[config.mk]
export PLATFORM = sky130hd
export DESIGN_NAME = conv3x3_mac
export DESIGN_NICKNAME = d
export VERILOG_FILES = /design/src/rtl/conv3x3_mac.sv
export SDC_FILE = /design/constraint.sdc
export NUM_CORES = 1
export LEC_CHECK = 0
export CAP_MARGIN = 15
export CORE_ASPECT_RATIO = 1.5
export CORE_MARGIN = 2
export CORE_UTILIZATION = 29
export CTS_CLUSTER_SIZE = 24
export DETAILED_ROUTE_END_ITERATION = 10
export PLACE_DENSITY = 0.44
export RECOVER_POWER = 50
export SYNTH_ARGS = -nofsm -noshare
export SYNTH_HDL_FRONTEND = slang
export SYNTH_SLANG_ARGS = --single-unit
[constraint.sdc]
create_clock -name clk -period 7.5 [get_ports clk]
set_input_delay 1.5 -clock clk [delete_from_list [all_inputs] [get_ports clk]]
set_output_delay 1.5 -clock clk [all_outputs]
set_load 0.05 [all_outputs]
[src/rtl/conv3x3_mac.sv]
// 3x3 convolution multiply-accumulate engine behind an Avalon-MM slave register file.
// Define CONV_RELU_EN to clamp negative results to zero when they are latched into RESULT.
module conv3x3_mac #(
    parameter int DATA_W = 8,
    parameter int ACC_W  = 2*DATA_W+5
) (
    input  logic        clk,
    input  logic        reset_n,
    input  logic [4:0]  avs_address,
    input  logic        avs_write,
    input  logic [31:0] avs_writedata,
    input  logic        avs_read,
    output logic [31:0] avs_readdata,
    output logic        irq
);

    typedef enum logic [1:0] {IDLE, RUN, DONE} state_t;

    localparam logic [4:0] ADDR_CTRL   = 5'h12;
    localparam logic [4:0] ADDR_STATUS = 5'h13;
    localparam logic [4:0] ADDR_RESULT = 5'h14;

    state_t                    state;
    logic signed [DATA_W-1:0]  k_reg [9];
    logic        [DATA_W-1:0]  p_reg [9];
    logic signed [ACC_W-1:0]   acc;
    logic signed [ACC_W-1:0]   result;
    logic        [3:0]         idx;
    logic                      done;
    logic                      irq_en;

    logic signed [2*DATA_W:0]  product;
    logic signed [ACC_W-1:0]   acc_next;
    logic signed [ACC_W-1:0]   result_next;
    logic        [31:0]        rd_data;
    logic                      ctrl_wr;
    logic                      kp_wr_ok;
    logic                      unused_wdata;

    assign ctrl_wr      = avs_write && (avs_address == ADDR_CTRL);
    assign kp_wr_ok     = avs_write && (state != RUN);
    assign irq          = done & irq_en;
    assign unused_wdata = ^avs_writedata[31:DATA_W];

    // Pixel is zero-extended by one bit so the multiply stays fully signed.
    always_comb begin
        product     = $signed({1'b0, p_reg[idx]}) * k_reg[idx];
        acc_next    = acc + {{(ACC_W-2*DATA_W-1){product[2*DATA_W]}}, product};
        result_next = acc_next;
`ifdef CONV_RELU_EN
        if (acc_next[ACC_W-1]) begin
            result_next = '0;
        end
`endif
    end

    always_comb begin
        rd_data = '0;
        if (avs_address < 5'd9) begin
            rd_data = {{(32-DATA_W){k_reg[avs_address[3:0]][DATA_W-1]}}, k_reg[avs_address[3:0]]};
        end else if (avs_address < 5'd18) begin
            rd_data = {{(32-DATA_W){1'b0}}, p_reg[4'(avs_address - 5'd9)]};
        end else if (avs_address == ADDR_CTRL) begin
            rd_data = {30'd0, irq_en, 1'b0};
        end else if (avs_address == ADDR_STATUS) begin
            rd_data = {30'd0, done, state == RUN};
        end else if (avs_address == ADDR_RESULT) begin
            rd_data = {{(32-ACC_W){result[ACC_W-1]}}, result};
        end
    end

    // Register file, sequencer and read port share one clocked process so reset clears everything together.
    always_ff @(posedge clk) begin
        if (!reset_n) begin
            state        <= IDLE;
            acc          <= '0;
            result       <= '0;
            idx          <= '0;
            done         <= 1'b0;
            irq_en       <= 1'b0;
            avs_readdata <= '0;
            for (int i = 0; i < 9; i++) begin
                k_reg[i] <= '0;
                p_reg[i] <= '0;
            end
        end else begin
            if (avs_read) begin
                avs_readdata <= rd_data;
            end

            if (ctrl_wr) begin
                irq_en <= avs_writedata[1];
                if (avs_writedata[2]) begin
                    done <= 1'b0;
                end
            end

            if (kp_wr_ok && avs_address < 5'd9) begin
                k_reg[avs_address[3:0]] <= avs_writedata[DATA_W-1:0];
            end else if (kp_wr_ok && avs_address < 5'd18) begin
                p_reg[4'(avs_address - 5'd9)] <= avs_writedata[DATA_W-1:0];
            end

            case (state)
                IDLE: begin
                    if (ctrl_wr && avs_writedata[0]) begin
                        state <= RUN;
                        acc   <= '0;
                        idx   <= '0;
                        done  <= 1'b0;
                    end
                end
                RUN: begin
                    acc <= acc_next;
                    idx <= idx + 4'd1;
                    if (idx == 4'd8) begin
                        result <= result_next;
                        done   <= 1'b1;
                        state  <= DONE;
                    end
                end
                DONE: begin
                    state <= IDLE;
                end
                default: begin
                    state <= IDLE;
                end
            endcase
        end
    end

endmodule

==> flow_metrics.tcl <==
set metrics [dict create \
    antenna_cells 0 \
    wirelength_um 57700 \
    ys_seq_elements 331 \
    io_pins 74 \
    slew_headroom -0.9522 \
    dieArea_mm2 0.06728 \
    maxCapViolCount 9 \
    die_height_um 316.7 \
    tritoncts "yes" \
    violations "capacitance limit, slew limit" \
    grt_pass1_wl_um 85190 \
    antenna_found_initial 0 \
    critPathKind "reg -> reg" \
    via_per_inst 4.962 \
    clk_pin_slew_ns 0.06 \
    drc 0 \
    clk_path_buf_depth 3 \
    ir_worst_vdd_uv 162.7 \
    crit_path_frequent_cell "fa_1" \
    min_path_type "reg -> reg" \
    synth_area_leaders "edfxtp_1 (41%), mux4_2 (19%), dfxtp_1 (7.9%)" \
    drtPass1Iterations 5 \
    die_w_um 212.5 \
    area_delta_synth_final_pct 20.88 \
    vias 12320 \
    hold_viol 0 \
    hpwl_um 40490 \
    syn_area_mm2 0.01890 \
    cp_max_fo 6 \
    postRouteAntennaNets 0 \
    htree_levels 2 \
    syn_area_per_cell_um2 13.36 \
    portBuffers 49 \
    post_synth_num_cell_types 58 \
    worst_pin_slew_ns 2.928 \
    ys_async_sr_fraction 0 \
    placed_cells 2397 \
    synth_warnings 0 \
    cp_data_required_time_ns 7.99 \
    nNetsFinal 1742 \
    post_drt_wl_per_cell_um 23.25 \
    period_share 0.9933 \
    fmax_mhz 134.2 \
    critPathCaptureType "flip-flop" \
    synthCells 1415 \
    rsz0062_at_grt "true" \
    slew_viol_final 300 \
    crit_path_start_kind "flip-flop" \
    finalPower_mw 5.710 \
    cts_made_buffers 38 \
    place_congestion 0.8377 \
    synth-edff-count 256 \
    setup_tns_ns 0 \
    root_buffer "clkbuf_16" \
    cts_hold_buf 0 \
    clk_latency_ns 0.58 \
    cp.arrival_ns 7.94 \
    r2r.worst_path.cells 28 \
    grt_use_total 0.1743 \
    stdcell_count 2482 \
    final_cell_mix "edfxtp_1 (256), mux4_2 (157), and2_1 (125)" \
    slowest_stage "mux4_2" \
    outcome "complete, but fails checks" \
    reg2reg_to "acc[20]" \
    slowest_delay_ns 0.55 \
    netlist.area_leader.share 0.4067 \
    finalSetupViolations 0 \
    grt_overflow 0 \
    start_util 0.2932 \
    first_global_vias 12850 \
    grt_max_degree 46 \
    fp-row-count 114 \
    synth-main-ff-cell "edfxtp_1" \
    clock_sinks 331 \
    core-area_mm2 0.06447 \
    leakage_nw 8.547 \
    post-route-min-period_ns 7.450 \
    worst_hold_slack_ns 0.4572 \
    power_density_mw_per_mm2 249.9 \
    drive_gt1_frac 0.2630 \
    drt-initial-drc-count 873 \
    r2r_slack_ns 0.05 \
    synth.yosys.seq_area_share 0.4861 \
    skew_ns 0.04458 \
    final_common_cell "edfxtp_1" \
    yosysTopAreaCell "edfxtp_1" \
    cp-endpoint "acc[20]" \
]
-- power by group --
part | internal, mW | switching [mW]
logic | 0.833 | 1.05
clock network | 0.965 | 0.781
registers | 2.05 | 0.0363
total | 3.84 | 1.87
-- logic make-up after synthesis --
kind of cell / synth area share
buf+inv: 0.03806
compound gates: 0.06506
simple gates: 0.1153
xor+xnor: 0.01747
mux: 0.1892
other cells: 0.0001984
flops: 0.4861
fa+ha+maj: 0.08856
-- through the flow --
| step | cell area, um2 | util | worst slack, ns |
|---|---|---|---|
| global placement | 21190 | 0.3286 | -0.3250 |
| detailed placement | 21190 | 0.3286 | -0.3038 |
| global route | 22850 | 0.3544 | -0.2193 |
| CTS | 22710 | 0.3523 | -0.01928 |
| finish | 22850 | 0.3544 | 0.04993 |
| floorplan | 19020 | - | 0.2124 |
-- routing by layer --
metal  up-vias  routed length (um)  global-route usage
met5         -                   0                   0
met4         0                1664             0.05706
met3        72                1776             0.01906
met2       236               31680              0.3304
met1      6396               22580              0.2032
li1       5611                   -                   -
-- layout make-up --
| cell class | count | area [um2] |
|---|---|---|
| Sequential cell | 331 | 9194 |
| Clock inverter | 13 | 87.58 |
| Inverter | 76 | 285.3 |
| Multi-Input combinational cell | 948 | 9439 |
| Timing Repair Buffer | 195 | 1733 |
| Clock buffer | 49 | 1023 |
| Tap cell | 870 | 1089 |
| Fill cell | 6335 | 41620 |
-- synth_stat cells, types with 38 or more instances --
master    count
mux4_2      157
ha_1         73
and3_1       67
a21oi_1      66
clkbuf_1     50
and2_1      135
nand2_1     110
dfxtp_1      75
o21ai_0      42
edfxtp_1    256
inv_1        75
nor2_1       62
fa_1         38
-- worst max-delay path: cells and delay by family (launching register included) --
kind	cells	cell delay, ns
flops	1	0.47
fa+ha+maj	6	2.42
compound gates	9	1.83
buf+inv	6	0.51
mux	2	1.09
simple gates	3	0.60
xor+xnor	2	0.45
-- what timing repair did --
| action | CTS | global route |
|---|---|---|
| buffers inserted | 16 | 8 |
| resized for setup | 48 | 41 |
| gates cloned | 2 | 0 |
| endpoints found under the setup margin | 11 | 15 |
| pin swaps | 21 | 21 |
-- how the worst min path moves through the flow --
stage               startpoint  slack (ns)         end  cells past startpoint
detailed placement  result[11]        0.45  result[11]                      2
floorplan              acc[18]        0.43     acc[18]                      2
CTS                 result[11]        0.46  result[11]                      2
finish              result[11]        0.46  result[11]                      2
global placement       acc[18]        0.45     acc[18]                      2
global route        result[13]        0.48  result[13]                      2
Note: power is estimated with default switching activity, not from simulation.
